**config.mk**
```make
export PLATFORM = sky130hd
export DESIGN_NAME = add16u_err_monitor
export DESIGN_NICKNAME = d
export VERILOG_FILES = /design/src/rtl/add16u_mon_pkg.sv /design/src/rtl/add16u_err_calc.sv /design/src/rtl/add16u_err_monitor.sv
export SDC_FILE = /design/constraint.sdc
export NUM_CORES = 1
export LEC_CHECK = 0
export CORE_MARGIN = 2
export CORE_UTILIZATION = 35
export CTS_CLUSTER_SIZE = 16
export DETAILED_ROUTE_END_ITERATION = 7
export GPL_TIMING_DRIVEN = 0
export REMOVE_ABC_BUFFERS = 1
export SLEW_MARGIN = 15
export SYNTH_ARGS = -nofsm -noshare
export SYNTH_HDL_FRONTEND = slang
export SYNTH_SLANG_ARGS = --single-unit
```
**constraint.sdc**
```tcl
create_clock -name clk -period 12 [get_ports clk]
set_clock_uncertainty 0.2 [all_clocks]
set_input_delay 1.2 -clock clk [delete_from_list [all_inputs] [get_ports clk]]
set_output_delay 1.2 -clock clk [all_outputs]
set_load 0.05 [all_outputs]
```
**src/rtl/add16u_mon_pkg.sv**
```systemverilog
// Shared types, widths and saturating-add helper for the add16u error monitor.
// Latency: n/a (declarations only).
// Backpressure: n/a.
package add16u_mon_pkg;

   localparam int OPW  = 16;   // operand width
   localparam int RESW = 17;   // adder result width
   localparam int ERRW = 18;   // signed error width
   localparam int SQEW = 34;   // squared error width
   localparam int ACCW = 64;   // widest counter/accumulator sat_add can serve

   typedef enum logic [1:0] {RUN, DRAIN, DONE} state_e;

   typedef struct packed {
      logic            ovf;
      logic [ACCW-1:0] sum;
   } sat_res_t;

   // Add inc to acc, clamping at max; ovf flags that the clamp was applied.
   function automatic sat_res_t sat_add(input logic [ACCW-1:0] acc,
                                        input logic [ACCW-1:0] inc,
                                        input logic [ACCW-1:0] max);
      logic [ACCW:0] full;
      sat_res_t      r;
      full = {1'b0, acc} + {1'b0, inc};
      if (full > {1'b0, max}) begin
         r.ovf = 1'b1;
         r.sum = max;
      end else begin
         r.ovf = 1'b0;
         r.sum = full[ACCW-1:0];
      end
      return r;
   endfunction

endpackage

```
**src/rtl/add16u_err_calc.sv**
```systemverilog
// Error datapath: S1 exact sum and signed error, S2 magnitude, square and nonzero flag.
// Latency: 2 cycles from vld_i to s2_vld_o.
// Backpressure: none; accepts one sample per cycle, flush_i drops everything in flight.
module add16u_err_calc
   import add16u_mon_pkg::*;
(
   input  logic             clk_i,
   input  logic             rst_n_i,
   input  logic             flush_i,
   input  logic             vld_i,
   input  logic [OPW-1:0]   a_i,
   input  logic [OPW-1:0]   b_i,
   input  logic [RESW-1:0]  o_i,
   output logic             s1_vld_o,
   output logic             s2_vld_o,
   output logic [RESW-1:0]  abs_o,
   output logic [SQEW-1:0]  sq_o,
   output logic             nz_o,
   output logic [OPW-1:0]   a_o,
   output logic [OPW-1:0]   b_o
);

   logic [RESW-1:0]        exact_d;
   logic signed [ERRW-1:0] err_d;
   logic signed [ERRW-1:0] err_q;
   logic [OPW-1:0]         a1_q, b1_q;
   logic                   s1_vld_q;

   logic [RESW-1:0]        abs_d;
   logic [SQEW-1:0]        sq_d;
   logic                   nz_d;
   logic [RESW-1:0]        abs_q;
   logic [SQEW-1:0]        sq_q;
   logic                   nz_q;
   logic [OPW-1:0]         a2_q, b2_q;
   logic                   s2_vld_q;

   // The exact sum only feeds the error, so it is folded into the S1 error register.
   assign exact_d = {1'b0, a_i} + {1'b0, b_i};
   assign err_d   = $signed({1'b0, o_i}) - $signed({1'b0, exact_d});

   // |e| never exceeds 0x1FFFF, so negating the low 17 bits is exact for either sign.
   assign abs_d = err_q[ERRW-1] ? (~err_q[RESW-1:0] + 1'b1) : err_q[RESW-1:0];
   assign sq_d  = SQEW'(abs_d) * SQEW'(abs_d);
   assign nz_d  = |err_q;

   // S1: capture signed error and operands of the accepted sample.
   always_ff @(posedge clk_i) begin
      if (!rst_n_i || flush_i) s1_vld_q <= 1'b0;
      else                     s1_vld_q <= vld_i;
      if (vld_i) begin
         err_q <= err_d;
         a1_q  <= a_i;
         b1_q  <= b_i;
      end
   end

   // S2: capture magnitude, square and nonzero flag.
   always_ff @(posedge clk_i) begin
      if (!rst_n_i || flush_i) s2_vld_q <= 1'b0;
      else                     s2_vld_q <= s1_vld_q;
      if (s1_vld_q) begin
         abs_q <= abs_d;
         sq_q  <= sq_d;
         nz_q  <= nz_d;
         a2_q  <= a1_q;
         b2_q  <= b1_q;
      end
   end

   assign s1_vld_o = s1_vld_q;
   assign s2_vld_o = s2_vld_q;
   assign abs_o    = abs_q;
   assign sq_o     = sq_q;
   assign nz_o     = nz_q;
   assign a_o      = a2_q;
   assign b_o      = b2_q;

endmodule

```
**src/rtl/add16u_err_monitor.sv**
```systemverilog
// Error statistics for a 16-bit approximate adder: counts, |e| and e^2 sums, worst case.
// Latency: sample accepted at edge t is reflected in the outputs after edge t+3.
// Backpressure: in_ready drops during clear, reset, and once a nonzero WINDOW is filled.
module add16u_err_monitor
   import add16u_mon_pkg::*;
#(
   parameter int CNT_W  = 32,
   parameter int SUM_W  = 48,
   parameter int SQ_W   = 64,
   parameter int WINDOW = 0
) (
   input  logic              clk,
   input  logic              rst_n,
   input  logic              clear,
   input  logic              in_valid,
   output logic              in_ready,
   input  logic [OPW-1:0]    in_a,
   input  logic [OPW-1:0]    in_b,
   input  logic [RESW-1:0]   in_o,
   output logic [CNT_W-1:0]  sample_cnt,
   output logic [CNT_W-1:0]  err_cnt,
   output logic [SUM_W-1:0]  abs_sum,
   output logic [SQ_W-1:0]   sq_sum,
   output logic [RESW-1:0]   wce,
   output logic [OPW-1:0]    wce_a,
   output logic [OPW-1:0]    wce_b,
   output logic              sat,
   output logic              done
);

   localparam logic [ACCW-1:0] CNT_MAX = ACCW'({CNT_W{1'b1}});
   localparam logic [ACCW-1:0] SUM_MAX = ACCW'({SUM_W{1'b1}});
   localparam logic [ACCW-1:0] SQ_MAX  = ACCW'({SQ_W{1'b1}});

   state_e           state_q;
   logic [CNT_W-1:0] acc_cnt_q, acc_cnt_d;
   logic             done_q;
   logic             accept;
   logic             pipe_empty_d;

   logic             s1_vld, s2_vld;
   logic [RESW-1:0]  s2_abs;
   logic [SQEW-1:0]  s2_sq;
   logic             s2_nz;
   logic [OPW-1:0]   s2_a, s2_b;

   logic             s3_vld_q;
   logic [RESW-1:0]  s3_abs_q;
   logic [SQEW-1:0]  s3_sq_q;
   logic             s3_nz_q;
   logic [OPW-1:0]   s3_a_q, s3_b_q;

   logic [CNT_W-1:0] sample_cnt_q, err_cnt_q;
   logic [SUM_W-1:0] abs_sum_q;
   logic [SQ_W-1:0]  sq_sum_q;
   logic [RESW-1:0]  wce_q;
   logic [OPW-1:0]   wce_a_q, wce_b_q;
   logic             sat_q;

   sat_res_t         sc_d, ec_d, as_d, ss_d;
   logic             unused_hi_bits;

   // Clear blocks the handshake in its own cycle so nothing slips past the flush.
   assign in_ready  = rst_n && !clear && (state_q == RUN);
   assign accept    = in_valid && in_ready;
   assign acc_cnt_d = acc_cnt_q + 1'b1;
   // True when S1..S3 will all be empty after this edge; the last commit lands on it too.
   assign pipe_empty_d = !accept && !s1_vld && !s2_vld;

   add16u_err_calc u_calc (
      .clk_i    (clk),
      .rst_n_i  (rst_n),
      .flush_i  (clear),
      .vld_i    (accept),
      .a_i      (in_a),
      .b_i      (in_b),
      .o_i      (in_o),
      .s1_vld_o (s1_vld),
      .s2_vld_o (s2_vld),
      .abs_o    (s2_abs),
      .sq_o     (s2_sq),
      .nz_o     (s2_nz),
      .a_o      (s2_a),
      .b_o      (s2_b)
   );

   // Window FSM: counts accepts, stops intake at WINDOW, flags done once drained.
   always_ff @(posedge clk) begin
      if (!rst_n || clear) begin
         state_q   <= RUN;
         acc_cnt_q <= '0;
         done_q    <= 1'b0;
      end else begin
         case (state_q)
            RUN: begin
               if (accept) begin
                  acc_cnt_q <= acc_cnt_d;
                  if ((WINDOW != 0) && (acc_cnt_d == CNT_W'(WINDOW))) state_q <= DRAIN;
               end
            end
            DRAIN: begin
               if (pipe_empty_d) begin
                  state_q <= DONE;
                  done_q  <= 1'b1;
               end
            end
            DONE:    state_q <= DONE;
            default: state_q <= RUN;
         endcase
      end
   end

   // S3: retime the S2 results ahead of the accumulator adders.
   always_ff @(posedge clk) begin
      if (!rst_n || clear) s3_vld_q <= 1'b0;
      else                 s3_vld_q <= s2_vld;
      if (s2_vld) begin
         s3_abs_q <= s2_abs;
         s3_sq_q  <= s2_sq;
         s3_nz_q  <= s2_nz;
         s3_a_q   <= s2_a;
         s3_b_q   <= s2_b;
      end
   end

   // Saturating next values for every counter and accumulator.
   always_comb begin
      sc_d = sat_add(ACCW'(sample_cnt_q), ACCW'(1),        CNT_MAX);
      ec_d = sat_add(ACCW'(err_cnt_q),    ACCW'(s3_nz_q),  CNT_MAX);
      as_d = sat_add(ACCW'(abs_sum_q),    ACCW'(s3_abs_q), SUM_MAX);
      ss_d = sat_add(ACCW'(sq_sum_q),     ACCW'(s3_sq_q),  SQ_MAX);
   end

   // Upper result bits are idle when an accumulator is narrower than the helper.
   assign unused_hi_bits = ^{sc_d.sum, ec_d.sum, as_d.sum, ss_d.sum};

   // Commit S3 into the statistics; clear wins over a same-cycle commit.
   always_ff @(posedge clk) begin
      if (!rst_n || clear) begin
         sample_cnt_q <= '0;
         err_cnt_q    <= '0;
         abs_sum_q    <= '0;
         sq_sum_q     <= '0;
         wce_q        <= '0;
         wce_a_q      <= '0;
         wce_b_q      <= '0;
         sat_q        <= 1'b0;
      end else if (s3_vld_q) begin
         sample_cnt_q <= sc_d.sum[CNT_W-1:0];
         err_cnt_q    <= ec_d.sum[CNT_W-1:0];
         abs_sum_q    <= as_d.sum[SUM_W-1:0];
         sq_sum_q     <= ss_d.sum[SQ_W-1:0];
         sat_q        <= sat_q | sc_d.ovf | ec_d.ovf | as_d.ovf | ss_d.ovf;
         // Strict compare keeps the operands of the first sample to hit the maximum.
         if (s3_abs_q > wce_q) begin
            wce_q   <= s3_abs_q;
            wce_a_q <= s3_a_q;
            wce_b_q <= s3_b_q;
         end
      end
   end

   assign sample_cnt = sample_cnt_q;
   assign err_cnt    = err_cnt_q;
   assign abs_sum    = abs_sum_q;
   assign sq_sum     = sq_sum_q;
   assign wce        = wce_q;
   assign wce_a      = wce_a_q;
   assign wce_b      = wce_b_q;
   assign sat        = sat_q;
   assign done       = done_q;

endmodule

```
# --- Yosys cells after proc, flatten, opt, wreduce, memory -nomap -nowiden ---
# Cells that the tools add are included.
word_totals:
  inputBits: 53
  out_inout_bits: 228
  wordCells: 71
  reg_bits: 450
op_classes:
  n_mux: 7
  n_addsub: 7
  bitwise: 6
  magnitude_cmp: 5
  multipliers: 1
  n_eq_ne: 3
  n_reduce_logical: 16
op_table:
  columns: ["operator", "n"]
  rows:
  - ["$mux W65", 4]
  - ["$gt A33 B32 Y1 const B", 2]
  - ["$add A64 B34 Y65", 1]
  - ["$gt A65 B64 Y1 const B", 1]
  - ["$add A48 B17 Y49", 1]
  - ["$gt A49 B48 Y1 const B", 1]
  - ["$mul A17 B17 Y34", 1]
  - ["$add A32 B1 Y33", 1]
  - ["$add A32 B1 Y33 const B", 1]
  - ["$reduce_or A18 Y1", 1]
  - ["$sub A17 B17 Y18", 1]
  - ["$add A16 B16 Y17", 1]
  - ["$add A17 B1 Y17 const B", 1]
  - ["$gt A17 B17 Y1", 1]
  - ["$mux W17", 1]
  - ["$not A17 Y17", 1]
  - ["$pmux W2 S3", 1]
  - ["$reduce_and A2 Y1", 3]
  - ["$logic_and A1 B1 Y1", 5]
  - ["$logic_not A1 Y1", 5]
  - ["$or A1 B1 Y1", 4]
  - ["$eq A2 B1 Y1 const B", 1]
  - ["$eq A2 B2 Y1 const B", 1]
  - ["$logic_not A2 Y1", 1]
  - ["4 further kinds", 4]

# --- Logic depth before layout (Yosys ltp) ---
logic_depth:
  depth_word: 9
  mapped_depth: 31
  depth_no_buf: 29

# --- Hierarchy ---
# A second synthesis with hierarchy kept.
hier_totals:
  cells_unflattened: 3067
  area_unflattened_um2: 29692.2
modules_own_cells:
  columns: ["mod", "area_per_inst_um2", "n_inst", "cells_each", "seq_area_each_um2"]
  rows:
  - ["add16u_err_monitor", 15840.2, 1, 1749, 7066.8]
  - ["add16u_err_calc", 13852.0, 1, 1318, 4003.8]

# --- Worst setup path after synthesis ---
# No wires, ideal clock.
synth_timing:
  path_kind: "reg-to-reg"
  start: "reg u_calc.err_q[5]"
  end: "reg u_calc.sq_q[33], in the netlist u_calc.sq_o[33] (data pin)"
  synth_period_minus_slack_ps: 8271
  path_stages_with_launch: 28
  n_path_buf: 0
  t_arrival_ps: 7807
  setup_time_ps: 264
  setup_slack_ps: 3729
  path_cell_list: "edfxtp_1 > or4_1 > nor3_1 > a21oi_1 > xnor2_1 > clkinv_1 > nand2_1 > inv_1 > fa_1 > inv_1 > fa_1 > inv_1 > fa_1 > fa_1 > fa_1 > inv_1 > fa_1 > inv_1 > ha_1 > and3_1 > and3_1 > o2111ai_1 > a211oi_1 > a41oi_1 > o211ai_1 > a31o_2 > o211a_1 > nand4_1"
synth_between:
  elab_chain_len: 4
synth_rtl:
  columns: ["element", "line", "source"]
  rows:
  - ["from (decl)", "add16u_err_calc.sv:25", "logic signed [ERRW-1:0] err_q;"]
  - ["from (signal assigned)", "add16u_err_calc.sv:52", "err_q <= err_d;"]
  - ["$not A17 Y17", "add16u_err_calc.sv:43", "assign abs_d = err_q[ERRW-1] ? (~err_q[RESW-1:0] + 1'b1) : err_q[RESW-1:0];"]
  - ["$add A17 B1 Y17", "add16u_err_calc.sv:43", null]
  - ["$mux W17", "add16u_err_calc.sv:43", null]
  - ["named net u_calc.abs_d[11]", "add16u_err_calc.sv:29", "logic [RESW-1:0] abs_d;"]
  - ["$mul A17 B17 Y34", "add16u_err_calc.sv:44", "assign sq_d = SQEW'(abs_d) * SQEW'(abs_d);"]
  - ["named net u_calc.sq_d[33]", "add16u_err_calc.sv:30", "logic [SQEW-1:0] sq_d;"]
  - ["to (signal assigned)", "add16u_err_calc.sv:64", "sq_q <= sq_d;"]
  - ["to (decl)", "add16u_err_calc.sv:33", "logic [SQEW-1:0] sq_q;"]
# The timed path passes the listed nets, and every way through them passes these cells.
# A chain may end at the register's enable or synchronous reset.

# --- Worst setup path after layout ---
layout_timing:
  start: "reg u_calc.err_q[0]"
  end: "reg u_calc.sq_q[31], in the netlist u_calc.sq_o[31] (data pin)"
# The elaborated chain is that of the path after synthesis.

==> flow_summary.yaml <==
power:
  peakVddDrop_uv: 1060
  power.share.clock_pct: 13.5
  totalPowerFinal_mw: 12.6
  p_leak_nw: 14.6
  switching_share_pct: 44.4
  power.net_switching_mw: 5.59
  power.share.sequential_pct: 17.8
  intPower_mw: 7.01
  power.density_nw_per_um2: 346
  power.share.combinational_pct: 68.7
route:
  detail_route.first_pass.iterations: 5
  dr_total_vias: 23900
  post_drt_via_cell_ratio: 5.28
  avgRoutedWirePerCell_um: 17.4
  drtAntennaViolNets: 0
  drcViolationCount: 0
  routed_wl_um: 78600
  first_iter_violations: 1227
timing:
  worst-slew-pin-transition_ns: 1.13
  timing.final.max_slew_violations: 0
  final_min_period_over_clock_period_pct: 87.6
  period_minus_slack_ns: 10.51
  finalSetupViolations: 0
  max_freq_mhz: 95.1
  grt_setup_unrepaired: "false"
  slew-limit-headroom_pct: 24.1
  hold_viol_final: 0
setup_path:
  cp.required_ns: 12.12
  slowest_delay_ns: 0.86
  crit-reg2reg-capture: "u_calc.sq_o[31]$_DFFE_PP_"
  worstSetupPathType: "reg -> reg"
  path_max_fanout: 12
  ff2ff_path_depth: 26
  worst_path_max_delay_cell: "clkinv_1"
  startpoint_of_the_lowest_slack_register_to_register_path: "u_calc.err_q[0]$_DFFE_PP_"
  critical_path_arrival_ns: 10.63
  critical_path.startpoint_type: "flop"
  timing.critical_path.to_type: "flop"
  setup.reg_to_reg.worst_slack_ns: 1.49
global_routing:
  grt_max_degree: 169
  use_met2_pct: 30.0
  grt_busiest_layer: "met2"
  met1_usage_pct: 22.7
  grt_overflow: 0
  grt_use_met3_pct: 2.27
  grt_pass1_wl_um: 126000
  grt_antenna_before_repair: 1
  vias_in_the_first_global_route: 23200
  global_route.usage.total_pct: 17.3
synth:
  area_share_of_the_largest_cell_type_after_synthesis_pct: 21.2
  synth_area_per_cell_um2: 9.73
  mappedNetlistArea_um2: 30400
  synth_top_cells_by_area: "edfxtp_1 21%, dfxtp_1 15%, fa_1 14%"
  dominantRegCellSynth: "dfxtp_1"
  yosysUniqueCellTypes: 95
  number_of_flip_flops_and_latches_in_the_synthesized_netlist: 443
  number_of_flops_mapped_to_enable_cells_by_yosys: 214
  synth-async-reset-ratio_pct: 0
  yosys_warnings: 0
  netlist_instances: 3120
  synth-seq-area-share_pct: 36.3
  yosysTopAreaCell: "edfxtp_1"
die:
  row_count: 108
  die-area_um2: 89100
  core_area_um2: 86300
  design.portCount: 281
  die_y_um: 299
  initial_core_util_pct: 35.2
  fp.dieW_um: 299
min_path:
  worstHoldPathType: "reg -> reg"
  whs_endpoint: "s3_sq_q[10]$_DFFE_PP_"
  worstHoldStart: "u_calc.sq_o[10]$_DFFE_PP_"
  hold-path-cell-count: 0
finish:
  footprint_of_the_multi_input_gates_um2: 17500
  nFillCells: 8236
  ff_latch_area_um2: 11000
  final_layout_size_suffix_gt1_share_pct: 5.32
  design.final.nets: 3783
  mostFrequentLayoutCell: "inv_1"
  final_cell_mix: "350 x inv_1, 279 x clkdlybuf4s50_1, 226 x dfxtp_1, 214 x edfxtp_1, 209 x fa_1"
  finalCoreUtilization_pct: 42.1
  area_growth_syn_to_layout_pct: 19.7
clock_network:
  clockRootBuffer: "clkbuf_16"
  h-tree-depth: 2
  cts_hold_buffers: 0
  max-clock-path-buffers: 3
  clock_tree_from_tritoncts: "yes"
  postCtsSetupBuffers: 0
  clk_latency_ns: 0.61
  numClockSinks: 443
  cts_inserted_buffers: 53
  clkSlewWorstSetupHoldPaths_ns: 0.06
  postCtsResizedCells: 0
placed_design:
  dp_hpwl_um: 57600
  global_placer_s_final_weighted_congestion: 0.852
  numPortBuffers: 279
job:
  maxCapViolations: 0
status:
  status: "finished, final reports clean"
==> per-layer routing <==
layer,up-vias,routed length (um)
met1,11700,33800
met3,107,3530
met2,542,39400
met5,-,0
met4,0,1860
li1,11600,-
==> logic make-up after synthesis <==
logic type                 Yosys count  share of synthesized area (%)
adders and majority gates          407                           21.9
muxes                                6                          0.198
xor gates and xnor gates           108                           3.24
other                                1                         0.0123
and+or+nand+nor                    952                           16.5
AOI/OAI and AO/OA                  689                           15.3
DFF                                443                           36.3
buffers and inverters              514                           6.54
==> worst max-delay path by stage <==
stage                         startpoint                   endpoint  slack [ns]  cells after the start
6_report       u_calc.err_q[0]$_DFFE_PP_  u_calc.sq_o[31]$_DFFE_PP_        1.49                     26
5_1_grt        u_calc.err_q[0]$_DFFE_PP_  u_calc.sq_o[31]$_DFFE_PP_        0.79                     26
4_1_cts        u_calc.err_q[0]$_DFFE_PP_  u_calc.sq_o[33]$_DFFE_PP_        1.50                     25
3_5_place_dp   u_calc.err_q[0]$_DFFE_PP_  u_calc.sq_o[33]$_DFFE_PP_        1.54                     25
3_3_place_gp                       clear                   in_ready       -2.51                      4
2_1_floorplan  u_calc.err_q[0]$_DFFE_PP_  u_calc.sq_o[32]$_DFFE_PP_        3.44                     24
==> state kept, by name, indices dropped and copies added, names as in the netlist <==
| signal | count |
|---|---|
| u_calc.sq_o | 33 |
| wce_b | 16 |
| u_calc.a1_q | 16 |
| s3_a_q | 16 |
| u_calc.s2_vld_o | 1 |
| u_calc.a_o | 16 |
| s3_abs_q | 17 |
| s3_nz_q | 1 |
| sq_sum | 64 |
| u_calc.nz_o | 1 |
| u_calc.err_q | 18 |
| err_cnt | 32 |
| s3_sq_q | 32 |
| s3_b_q | 16 |
| s3_vld_q | 1 |
| wce | 17 |
| abs_sum | 48 |
| u_calc.abs_o | 16 |
| u_calc.b1_q | 16 |
| sat | 1 |
| wce_a | 16 |
| u_calc.s1_vld_o | 1 |
| sample_cnt | 32 |
| u_calc.b_o | 16 |
==> stage by stage <==
| step | setup TNS [ns] | std cells | area, um2 | hold slack [ns] | setup slack (ns) |
|---|---|---|---|---|---|
| 3_5_place_dp | 0 | 4423 | 34500 | 0.205 | 1.54 |
| 4_1_cts | 0 | 4522 | 36300 | 0.198 | 1.50 |
| 2_1_floorplan | 0 | 2964 | 29700 | 0.200 | 3.44 |
| 3_3_place_gp | -275.18 | 4398 | 34000 | 0.201 | -2.51 |
| 6_report | 0 | 4523 | 36400 | 0.196 | 1.49 |
| 5_1_grt | 0 | 4523 | 36400 | 0.212 | 0.787 |
==> critical path, delay by kind of cell, from the launching register on <==
family	cells	cell delay [ns]
flops	1	0.64
xor+xnor	1	0.85
compound gates	6	2.01
simple gates	4	1.69
fa+ha+maj	8	3.33
buf+inv	7	1.48
==> Yosys cell counts, drive strengths merged, types with 14 or more instances <==
master	number
and4	27
buf	26
and2	28
nand2	190
nand4	94
edfxtp	214
a311oi	22
xor2	39
a21oi	157
clkbuf	130
a21o	34
inv	353
a32oi	49
nor4	18
or3	14
nor3	58
nor2	185
nand2b	75
a31oi	65
dfxtp	229
a211oi	40
o21ai	148
ha	198
and3	101
nand3	116
fa	209
o21a	36
xnor2	69
==> area by class of cell <==
cell class	instances	share of cell area (%)
diodes	1	0.00688
clock buffers	73	4.05
clock inverters	26	1.08
inverters	358	3.72
multi-input cells	2163	48.1
flip-flops and latches	443	30.3
well taps	1155	3.97
repair buffers	304	8.79
==> power groups by stage <==
stage	sequential, mW	clock [mW]	combinational (mW)
3_3_place_gp	2.27	0	8.74
3_5_place_dp	2.27	0	8.76
4_1_cts	2.24	1.75	8.83
5_1_grt	2.24	1.81	10.1
2_1_floorplan	2.26	0	6.91
6_report	2.24	1.70	8.66
(Power assumes the default switching activity.)
